$ cat src/rtl/fetch_stage_pkg.sv
// Shared definitions for the decoupled instruction-fetch front end.
// State encodings, buffer entry layout, and the fetch alignment check.
package fetch_stage_pkg;

   typedef enum logic [1:0] {
      ST_RUN       = 2'd0,
      ST_TRAP_PEND = 2'd1,
      ST_IDLE      = 2'd2
   } fetch_state_e;

   localparam int          ENTRY_W            = 65;
   localparam logic [31:0] DEFAULT_RESET_ADDR = 32'h0000_0000;

   typedef struct packed {
      logic [31:0] pc;
      logic [31:0] inst;
      logic        trap;
   } fetch_entry_t;

   function automatic logic imem_aligned(input logic [31:0] addr);
      return addr[1:0] == 2'b00;
   endfunction

endpackage

$ cat src/rtl/fetch_fifo.sv
// Small power-of-two FIFO with synchronous flush and simultaneous push/pop.
// A push during a flush lands as the sole entry.
module fetch_fifo #(
   parameter int DEPTH = 2,
   parameter int WIDTH = 65
) (
   input  logic                     i_clk,
   input  logic                     i_rst,
   input  logic                     flush,
   input  logic                     push,
   input  logic [WIDTH-1:0]         push_data,
   input  logic                     pop,
   output logic [WIDTH-1:0]         head,
   output logic [$clog2(DEPTH):0]   count,
   output logic                     full,
   output logic                     empty
);

   localparam int AW = $clog2(DEPTH);
   localparam int CW = AW + 1;

   logic [WIDTH-1:0] mem [DEPTH];
   logic [AW-1:0]    rd_ptr;
   logic [AW-1:0]    wr_ptr;
   logic             do_push;
   logic             do_pop;

   assign head    = mem[rd_ptr];
   assign empty   = (count == '0);
   assign full    = (count == CW'(DEPTH));
   assign do_pop  = pop && !empty;
   // Full FIFO may still accept when the head leaves in the same cycle.
   assign do_push = push && (!full || do_pop);

   always_ff @(posedge i_clk) begin
      if (i_rst) begin
         rd_ptr <= '0;
         wr_ptr <= '0;
         count  <= '0;
      end else if (flush) begin
         rd_ptr <= '0;
         if (push) begin
            mem[0] <= push_data;
            wr_ptr <= AW'(1);
            count  <= CW'(1);
         end else begin
            wr_ptr <= '0;
            count  <= '0;
         end
      end else begin
         if (do_push) begin
            mem[wr_ptr] <= push_data;
            wr_ptr      <= wr_ptr + 1'b1;
         end
         if (do_pop) begin
            rd_ptr <= rd_ptr + 1'b1;
         end
         count <= count + CW'(do_push) - CW'(do_pop);
      end
   end

endmodule

$ cat src/rtl/fetch_stage.sv
// Instruction-fetch front end: credit-limited requests to a variable-latency
// in-order memory, buffered responses, and redirect / misaligned-trap handling.
//
// state        | meaning
// ST_RUN       | normal fetch, requests issued while credit remains
// ST_TRAP_PEND | misaligned trap entry buffered, stale responses drained
// ST_IDLE      | trap delivered, wait for a redirect
module fetch_stage
   import fetch_stage_pkg::*;
#(
   parameter logic [31:0] RESET_ADDR = DEFAULT_RESET_ADDR,
   parameter int          FIFO_DEPTH = 2
) (
   input  logic        i_clk,
   input  logic        i_rst,
   output logic        o_imem_req_valid,
   input  logic        i_imem_req_ready,
   output logic [31:0] o_imem_req_addr,
   input  logic        i_imem_rsp_valid,
   input  logic [31:0] i_imem_rsp_rdata,
   input  logic        i_redirect_valid,
   input  logic [31:0] i_redirect_pc,
   output logic        o_if_valid,
   input  logic        i_if_ready,
   output logic [31:0] o_if_pc,
   output logic [31:0] o_if_inst,
   output logic        o_if_trap
);

   localparam int CW = $clog2(FIFO_DEPTH) + 1;

   fetch_state_e  state;
   logic [31:0]   fetch_pc;
   logic [31:0]   rsp_pc;
   logic [CW-1:0] outstanding;
   logic [CW-1:0] drop_cnt;
   logic [CW-1:0] fifo_count;
   logic [CW:0]   credit_used;
   logic          fifo_full;
   logic          fifo_empty;
   logic          fifo_push;
   logic [ENTRY_W-1:0] fifo_wdata;
   logic [ENTRY_W-1:0] fifo_head;
   fetch_entry_t  head_e;
   logic          req_fire;
   logic          rsp_accept;
   logic          rsp_push;
   logic          if_fire;
   logic          redirect_trap;

   // Words already requested but not yet returned still hold a buffer slot,
   // except those that will be discarded.
   assign credit_used = {1'b0, outstanding - drop_cnt} + {1'b0, fifo_count};

   assign o_imem_req_valid = !i_rst && (state == ST_RUN) && !i_redirect_valid &&
                             !fifo_full && (outstanding < CW'(FIFO_DEPTH)) &&
                             (credit_used < (CW + 1)'(FIFO_DEPTH));
   assign o_imem_req_addr  = fetch_pc;
   assign req_fire         = o_imem_req_valid && i_imem_req_ready;

   assign rsp_accept    = i_imem_rsp_valid && (outstanding != '0);
   assign rsp_push      = rsp_accept && (drop_cnt == '0) && !i_redirect_valid;
   assign redirect_trap = i_redirect_valid && !imem_aligned(i_redirect_pc);

   assign fifo_push  = i_redirect_valid ? redirect_trap : rsp_push;
   assign fifo_wdata = i_redirect_valid ? {i_redirect_pc, 32'h0, 1'b1}
                                        : {rsp_pc, i_imem_rsp_rdata, 1'b0};

   assign head_e     = fetch_entry_t'(fifo_head);
   assign o_if_valid = !i_rst && !fifo_empty && !i_redirect_valid;
   assign o_if_pc    = head_e.pc;
   assign o_if_inst  = head_e.inst;
   assign o_if_trap  = o_if_valid && head_e.trap;
   assign if_fire    = o_if_valid && i_if_ready;

   fetch_fifo #(
      .DEPTH (FIFO_DEPTH),
      .WIDTH (ENTRY_W)
   ) u_fifo (
      .i_clk     (i_clk),
      .i_rst     (i_rst),
      .flush     (i_redirect_valid),
      .push      (fifo_push),
      .push_data (fifo_wdata),
      .pop       (if_fire),
      .head      (fifo_head),
      .count     (fifo_count),
      .full      (fifo_full),
      .empty     (fifo_empty)
   );

   always_ff @(posedge i_clk) begin
      if (i_rst) begin
         state       <= ST_RUN;
         fetch_pc    <= RESET_ADDR;
         rsp_pc      <= RESET_ADDR;
         outstanding <= '0;
         drop_cnt    <= '0;
      end else if (i_redirect_valid) begin
         fetch_pc    <= i_redirect_pc;
         rsp_pc      <= i_redirect_pc;
         outstanding <= outstanding - CW'(rsp_accept);
         drop_cnt    <= outstanding - CW'(rsp_accept);
         state       <= redirect_trap ? ST_TRAP_PEND : ST_RUN;
      end else begin
         if (req_fire) begin
            fetch_pc <= fetch_pc + 32'd4;
         end
         outstanding <= outstanding + CW'(req_fire) - CW'(rsp_accept);
         if (rsp_accept && (drop_cnt != '0)) begin
            drop_cnt <= drop_cnt - 1'b1;
         end
         if (rsp_push) begin
            rsp_pc <= rsp_pc + 32'd4;
         end
         if ((state == ST_TRAP_PEND) && if_fire) begin
            state <= ST_IDLE;
         end
      end
   end

endmodule

$ cat config.mk
export PLATFORM = sky130hd
export DESIGN_NAME = fetch_stage
export DESIGN_NICKNAME = d
export VERILOG_FILES = /design/src/rtl/fetch_stage_pkg.sv /design/src/rtl/fetch_fifo.sv /design/src/rtl/fetch_stage.sv
export SDC_FILE = /design/constraint.sdc
export NUM_CORES = 1
export LEC_CHECK = 0
export CAP_MARGIN = 10
export CORE_ASPECT_RATIO = 0.6
export CORE_UTILIZATION = 53
export CTS_CLUSTER_SIZE = 8
export DETAILED_ROUTE_END_ITERATION = 12
export PLACE_DENSITY_LB_ADDON = 0.1
export SYNTH_ARGS = -nofsm -noshare
export SYNTH_HDL_FRONTEND = slang
export SYNTH_SLANG_ARGS = --single-unit
export TNS_END_PERCENT = 30
$ cat constraint.sdc
create_clock -name i_clk -period 7.65 [get_ports i_clk]
set_clock_uncertainty 0.15 [all_clocks]
set_input_delay 1.53 -clock i_clk [delete_from_list [all_inputs] [get_ports i_clk]]
set_output_delay 1.53 -clock i_clk [all_outputs]
set_load 0.01 [all_outputs]
==> reports/summary.log, run 1 <==
qor: floorplan.floorplan.die_area 18250 µm²
qor: grt.grt_util_all_layers 24.53%
qor: synthesis.yosysTopAreaCell edfxtp_1
qor: timing.final-max-slew-violation-count 0
qor: grt.grt_first_pass_wirelength 35.18 mm
qor: synthesis.synthTopCellsByCount 130 x edfxtp_1, 81 x mux2_2, 75 x dfxtp_1
qor: pwr.ir_drop 199.6 µV
qor: route.route.final.wire_length 22.65 mm
qor: synthesis.synth_enable_flop_cells 130
qor: synthesis.gate_count_of_the_mapped_netlist 795
qor: timing.post-route-period-util 63.12%
qor: floorplan.core.rowCount 37
qor: synthesis.synth_register_bits 205
qor: grt.antenna_found_initial 0
qor: cells_and_area.fin_nets 1038
qor: route.route.vias.total 6892
qor: place.place_worst_setup_slack 2.482 ns
qor: setup_path.r2r_setup_slack 3.77 ns
qor: route.first_iter_violations 575
qor: pwr.static-leakage-power 0.004132 µW
qor: synthesis.mappedNetlistNets 875
qor: cts.clock_latency 0.52 ns
qor: timing.finalHoldViolations 0
qor: timing.rsz_0062_raised_after_global_routing false
qor: job.number_of_max_capacitance_violations_reported 0
qor: setup_path.path_class in2out
qor: route.post-route-drc-count 0
qor: cts.clk_transition_reported_paths 0.05 ns
qor: cts.htreeDepth 1
qor: cts.ctsHoldBuffers 0
qor: cts.cts_made_buffers 29
qor: grt.globalRouteOverflowTotal 0
qor: cts.cts_post_setup_buffers_inserted 0
qor: grt.largest_net_degree_at_the_start_of_global_routing 68
qor: cells_and_area.post_route_cells_drive_above_1_share 13.83%
qor: floorplan.core_region 17220 µm²
qor: timing.setup-tns-final 0 ns
qor: timing.fin_ws 2.821 ns
qor: timing.relative_max_transition_margin 27.63%
qor: floorplan.die_height 105.0 µm
qor: route.ant_nets 0
qor: setup_path.worst_setup_path_start_kind primary input
qor: setup_path.critical_path_peak_fanout 51
qor: timing.tightest_slew 1.085 ns
qor: setup_path.timing.reg2reg.worst_path_depth 15
qor: worst_hold_path.worstHoldPathCells 2
qor: route.first_pass_iters 5
qor: cells_and_area.n_antenna_cell 0
qor: synthesis.synthesis.area 9376 µm²
qor: synthesis.number_of_distinct_library_cells_after_synthesis 57
qor: cts.cts_resized 0
qor: synthesis.post-synth-top-count-cell edfxtp_1
qor: floorplan.top_level_port_count 169
qor: run_status.run_status completed
qor: synthesis.synth_top_cell_area_share 41.63%
qor: cts.cts-root-to-sink-buffers 3
qor: cts.cts_tree done
qor: setup_path.cp_arrival 3.15 ns
qor: timing.report.final.setup_viol 0
qor: route.via_per_inst 5.696
qor: worst_hold_path.timing.hold.worst.class reg2reg
qor: timing.max_clock_freq 207.1 MHz
qor: place.placement.io_buffers 168
qor: place.gp_congestion 0.8993
qor: setup_path.endpoint_kind output port
qor: cts.cts.sinks 205
qor: cells_and_area.syn_to_final_growth 28.49%
qor: worst_hold_path.min_to o_imem_req_addr[1]
qor: worst_hold_path.start_point_of_the_worst_min_delay_path o_imem_req_addr[1]
qor: synthesis.per_instance_average_area_after_synthesis 11.79 µm²
qor: cells_and_area.num-fill-cells 1288
qor: synthesis.synth_top_cells_by_area edfxtp_1 42%, dfxtp_1 16%, mux2_2 9.7%
qor: cts.clock_tree.root_cell clkbuf_16
qor: pwr.cellPowerDensity 229.4 nW/µm²
qor: setup_path.crit_reg_reg_startpoint outstanding[0]
qor: floorplan.initial_utilization 54.45%
qor: synthesis.async_reset_ff_share 0%
qor: route.wl_per_cell 18.72 µm
qor: place.detailed_place_hpwl 15.39 mm
qor: floorplan.dieWidth 173.7 µm
qor: grt.vias_in_the_first_global_route 6621
qor: synthesis.ys_warn_count 0
qor: setup_path.regToRegEndpoint outstanding[1]
qor: setup_path.worst-endpoint-required 5.97 ns
qor: timing.final_critical_delay_including_setup_and_external_delays 4.829 ns
qor: synthesis.synth-main-ff-cell edfxtp_1
qor: synthesis.yosysSeqAreaShare 57.65%
## cells in the final DEF, fill, tap and decap left out, types with 8 or more instances in the layout
master           netlist  routed
a21boi_0              18      18
a21boi_1              10      10
a21oi_1               40      39
a31oi_1               10      10
and3_1                11      10
buf_4                  0       8
clkbuf_1              35      19
clkbuf_16              0      29
clkdlybuf4s50_1        0     166
dfxtp_1               75      74
edfxtp_1             130     130
ha_1                   9       9
inv_1                 40      39
mux2_2                81      81
nand2_1               53      53
nand3_1               22      22
nand4_1               15      15
nor2_1                25      25
nor2b_1               38      38
nor3_1                 8       8
nor4_1                14      14
o21ai_0               26      26
xnor2_1               37      37
xor2_1                11      11
## state kept, by name (all words and copies together), names as in the netlist, named ones only
signal,count
drop_cnt,2
o_imem_req_addr,32
outstanding,2
rsp_pc,32
state,2
u_fifo.count,2
u_fifo.mem,130
u_fifo.rd_ptr,1
u_fifo.wr_ptr,1
## cells by family (layout without fill, tap and decap cells)
| logic type | count (synthesis) | in the layout | synth area share, % |
|---|---|---|---|
| XOR/XNOR | 48 | 48 | 4.484 |
| multiplexers | 84 | 84 | 10.06 |
| flip-flops | 205 | 205 | 57.65 |
| AO/OA/AOI/OAI | 137 | 137 | 9.247 |
| buffers and inverters | 84 | 265 | 3.389 |
| adder cells (fa/ha/maj) | 10 | 10 | 1.414 |
| AND/OR/NAND/NOR | 227 | 227 | 13.76 |
## where the power goes
group          internal [µW]  switching [µW]  total, µW
combinational            175             166        342
sequential              1240            44.1       1290
clock                    697             439       1140
total                   2110             650       2760
## through the flow
stage / utilization, % / instances / power, µW / hold WS, ns / area [µm²]
3_3_place_gp: 65.30 / 1161 / 1633 / 0.2961 / 11250
2_1_floorplan: - / 795 / 1485 / 0.3221 / 9376
6_report: 69.96 / 1210 / 2764 / 0.3229 / 12050
5_1_grt: 69.96 / 1210 / 2864 / 0.3461 / 12050
4_1_cts: 69.96 / 1210 / 2779 / 0.3249 / 12050
3_5_place_dp: 65.30 / 1161 / 1646 / 0.3183 / 11250
## routing by layer
layer | vias up | GRT usage [%] | routed length (µm)
li1 | 3237 | - | -
met1 | 3388 | 35.21 | 10600
met2 | 234 | 38.35 | 10250
met3 | 33 | 5.022 | 1496
met4 | 0 | 5.514 | 306
met5 | - | 0 | 0
## worst max-delay path by stage
stage / endpoint / start / slack (ns) / cells past startpoint
2_1_floorplan: u_fifo.mem[0][0] / i_redirect_valid / 1.39 / 6
6_report: o_imem_req_valid / i_redirect_valid / 2.82 / 4
5_1_grt: o_if_trap / i_redirect_valid / 2.74 / 5
3_3_place_gp: u_fifo.mem[1][25] / i_redirect_valid / 2.65 / 7
3_5_place_dp: u_fifo.mem[1][51] / i_redirect_valid / 2.48 / 7
4_1_cts: o_imem_req_valid / i_redirect_valid / 2.81 / 4
## final cells by class
class	count	area [µm²]	share of cell area [%]
repair buffers	175	1727	14.33
clock inverters	1	5.005	0.04154
clock buffers	48	797.0	6.615
multi-input cells	506	3666	30.43
well taps	234	292.8	2.430
inverters	41	153.9	1.277
flip-flops and latches	205	5406	44.87
## worst max-delay path, cell delays in order
cell	delay, ns
buf_4	0.29
or4_4	0.58
nor3_1	0.18
clkdlybuf4s50_1	0.56
Power figures use the tool's default switching activity.
==> inputs of run 2 (changes only) <==
- clock period: 7.65 -> 4.8 ns (I/O delays scaled with it)
==> run 2 against run 1 <==
Total power up 59%. Utilization up 0.094 points. Setup slack worse by 2.1 ns. Global-route usage down 0.15 points. Sequential cell count unchanged. Design area up 0.14%. Largest power group unchanged. Combinational power up 60%. Non-clock buffer count unchanged. Via count about the same. Sequential share of layout area down 0.061 points. Hold slack worse by 0.0084 ns.
==> reports/summary.log, run 2 (synthesis results as in run 1) <==
qor: cells_and_area.largest_reg_flops 130 [unchanged]
qor: place.gp_congestion 0.8849 [was 0.8993]
qor: route.via_per_inst 5.696 [about the same]
qor: pwr.cellPowerDensity 364.8 nW/µm² [was 229.4 nW/µm²]
qor: grt.grt_util_met1 36.14% [was 35.21%]
qor: timing.rsz_0062_raised_after_global_routing false [unchanged]
qor: route.wl_per_cell 18.64 µm [was 18.72 µm]
qor: cts.cts_post_setup_buffers_inserted 0 [unchanged]
qor: floorplan.initial_utilization 54.45% [unchanged]
qor: grt.grt_util_all_layers 24.38% [was 24.53%]
qor: cts.htreeDepth 1 [unchanged]
qor: cells_and_area.largest_register u_fifo.mem [unchanged]
qor: cts.cts.sinks 205 [unchanged]
qor: timing.relative_max_transition_margin 41.69% [was 27.63%]
qor: timing.final_critical_delay_including_setup_and_external_delays 4.095 ns
qor: cts.clock_tree.root_cell clkbuf_16 [unchanged]
qor: timing.report.final.setup_viol 0 [unchanged]
qor: cells_and_area.n_antenna_cell 0 [unchanged]
qor: floorplan.dieWidth 173.7 µm [unchanged]
qor: floorplan.die_height 105.0 µm [unchanged]
qor: floorplan.floorplan.die_area 18250 µm² [unchanged]
qor: floorplan.top_level_port_count 169 [unchanged]
qor: cells_and_area.layoutNonFillerInstCount 1211 [was 1210]
qor: route.ant_nets 0 [unchanged]
qor: cts.cts-root-to-sink-buffers 3 [unchanged]
qor: cts.cts_tree done [unchanged]
qor: place.placement.io_buffers 168 [unchanged]
qor: job.number_of_max_capacitance_violations_reported 0 [unchanged]
qor: setup_path.critical_path_peak_fanout 5 [was 51]
qor: floorplan.core.rowCount 37 [unchanged]
qor: timing.final-max-slew-violation-count 0 [unchanged]
qor: floorplan.core_region 17220 µm² [unchanged]
qor: grt.busiest_layer met2 [unchanged]
qor: setup_path.path_class reg2out [was in2out]
qor: cts.clock_latency 0.52 ns [about the same]
qor: route.route.final.wire_length 22.57 mm [was 22.65 mm]
qor: grt.grt_util_met2 36.72% [was 38.35%]
qor: place.placedCellCount 1161 [unchanged]
qor: cells_and_area.syn_to_final_growth 28.66% [was 28.49%]
qor: run_status.run_status completed [unchanged]
qor: cts.clk_transition_reported_paths 0.05 ns [about the same]
qor: grt.globalRouteOverflowTotal 0 [unchanged]
qor: cells_and_area.fin_nets 1038 [unchanged]
qor: grt.grt_first_pass_wirelength 35.15 mm [was 35.18 mm]
qor: timing.tightest_slew 0.8746 ns [was 1.085 ns]
qor: route.route.vias.total 6898 [was 6892]
qor: grt.use_met3 5.386% [was 5.022%]
qor: cts.ctsHoldBuffers 0 [unchanged]
qor: pwr.ir_drop 272.0 µV [was 199.6 µV]
qor: route.first_iter_violations 605 [was 575]
qor: timing.post-route-period-util 85.31%
qor: grt.largest_net_degree_at_the_start_of_global_routing 68 [unchanged]
qor: worst_hold_path.timing.hold.worst.class reg2reg [unchanged]
qor: cts.cts_resized 0 [unchanged]
qor: place.detailed_place_hpwl 15.20 mm [was 15.39 mm]
qor: grt.antenna_found_initial 0 [unchanged]
qor: route.post-route-drc-count 0 [unchanged]
qor: grt.vias_in_the_first_global_route 6525 [was 6621]
qor: setup_path.worst_setup_path_start_kind register [was primary input]
qor: setup_path.endpoint_kind output port [unchanged]
qor: route.first_pass_iters 5 [unchanged]
qor: cells_and_area.most-common-layout-cells 166 x clkdlybuf4s50_1, 130 x edfxtp_1, 81 x mux2_2, 74 x dfxtp_1, 53 x nand2_1 [unchanged]
qor: timing.finalHoldViolations 0 [unchanged]
qor: timing.setup-tns-final 0 ns [unchanged]
qor: setup_path.cp_arrival 2.98 ns [was 3.15 ns]
qor: timing.max_clock_freq 244.2 MHz
qor: cells_and_area.post_route_cells_drive_above_1_share 13.82% [was 13.83%]
qor: cts.cts_made_buffers 29 [unchanged]
qor: cells_and_area.layout_commonest_cell clkdlybuf4s50_1 [unchanged]
qor: pwr.static-leakage-power 0.004137 µW [was 0.004132 µW]
qor: setup_path.worst-endpoint-required 3.69 ns [was 5.97 ns]
[run 2: area by class of cell]
type	count	area (µm²)
clock buffer	49	800.8
clock inverter	1	5.005
fill	1265	5157
inverter	41	153.9
multi-input combinational	506	3666
sequential	205	5406
tap	234	292.8
timing repair buffer	175	1739
[run 2: worst paths after layout]
check	startpoint	end	slack, ns	depth (start not counted)
worst max-delay path	outstanding[0]	o_imem_req_valid	0.71	8
worst min-delay path	o_imem_req_addr[0]	o_imem_req_addr[0]	0.31	2
worst max register to register	outstanding[0]	outstanding[1]	0.95	15
worst min register to register	o_imem_req_addr[0]	o_imem_req_addr[0]	0.31	2
[run 2: per-stage QoR]
step                      total power (µW)  setup WS, ns  utilization (%)  area (µm²)  hold WS, ns
after floorplan                       2365        0.5501                -        9380       0.3221
after global placement                2607        0.9457            65.37       11260       0.2994
after detailed placement              2620        0.8688            65.37       11260       0.3139
after CTS                             4432        0.6712            70.05       12060       0.3216
after global routing                  4573        0.5343            70.05       12060       0.3403
final                                 4401        0.7053            70.05       12060       0.3146
[run 2: power breakdown]
part / internal [µW] / switching (µW) / leakage [µW]
combinational: 281 / 265 / 0.00192
clock: 1110 / 692 / 0.000385
sequential: 1980 / 69.8 / 0.00184
[run 2: critical path, stage by stage, from the launching register on]
cell,delay [ns]
dfxtp_1,0.41
inv_1,0.09
ha_1,0.22
xnor2_1,0.14
xnor2_1,0.16
fa_1,0.56
nand3b_2,0.13
nor3_1,0.19
clkdlybuf4s50_1,0.57
[run 2: metal layers]
layer	wire, µm	part of all wire (%)	vias up
li1	-	-	3235
met1	10350	46	3310
met2	10010	44	321
met3	1883	8.3	32
met4	322	1.4	0
met5	0	0	-
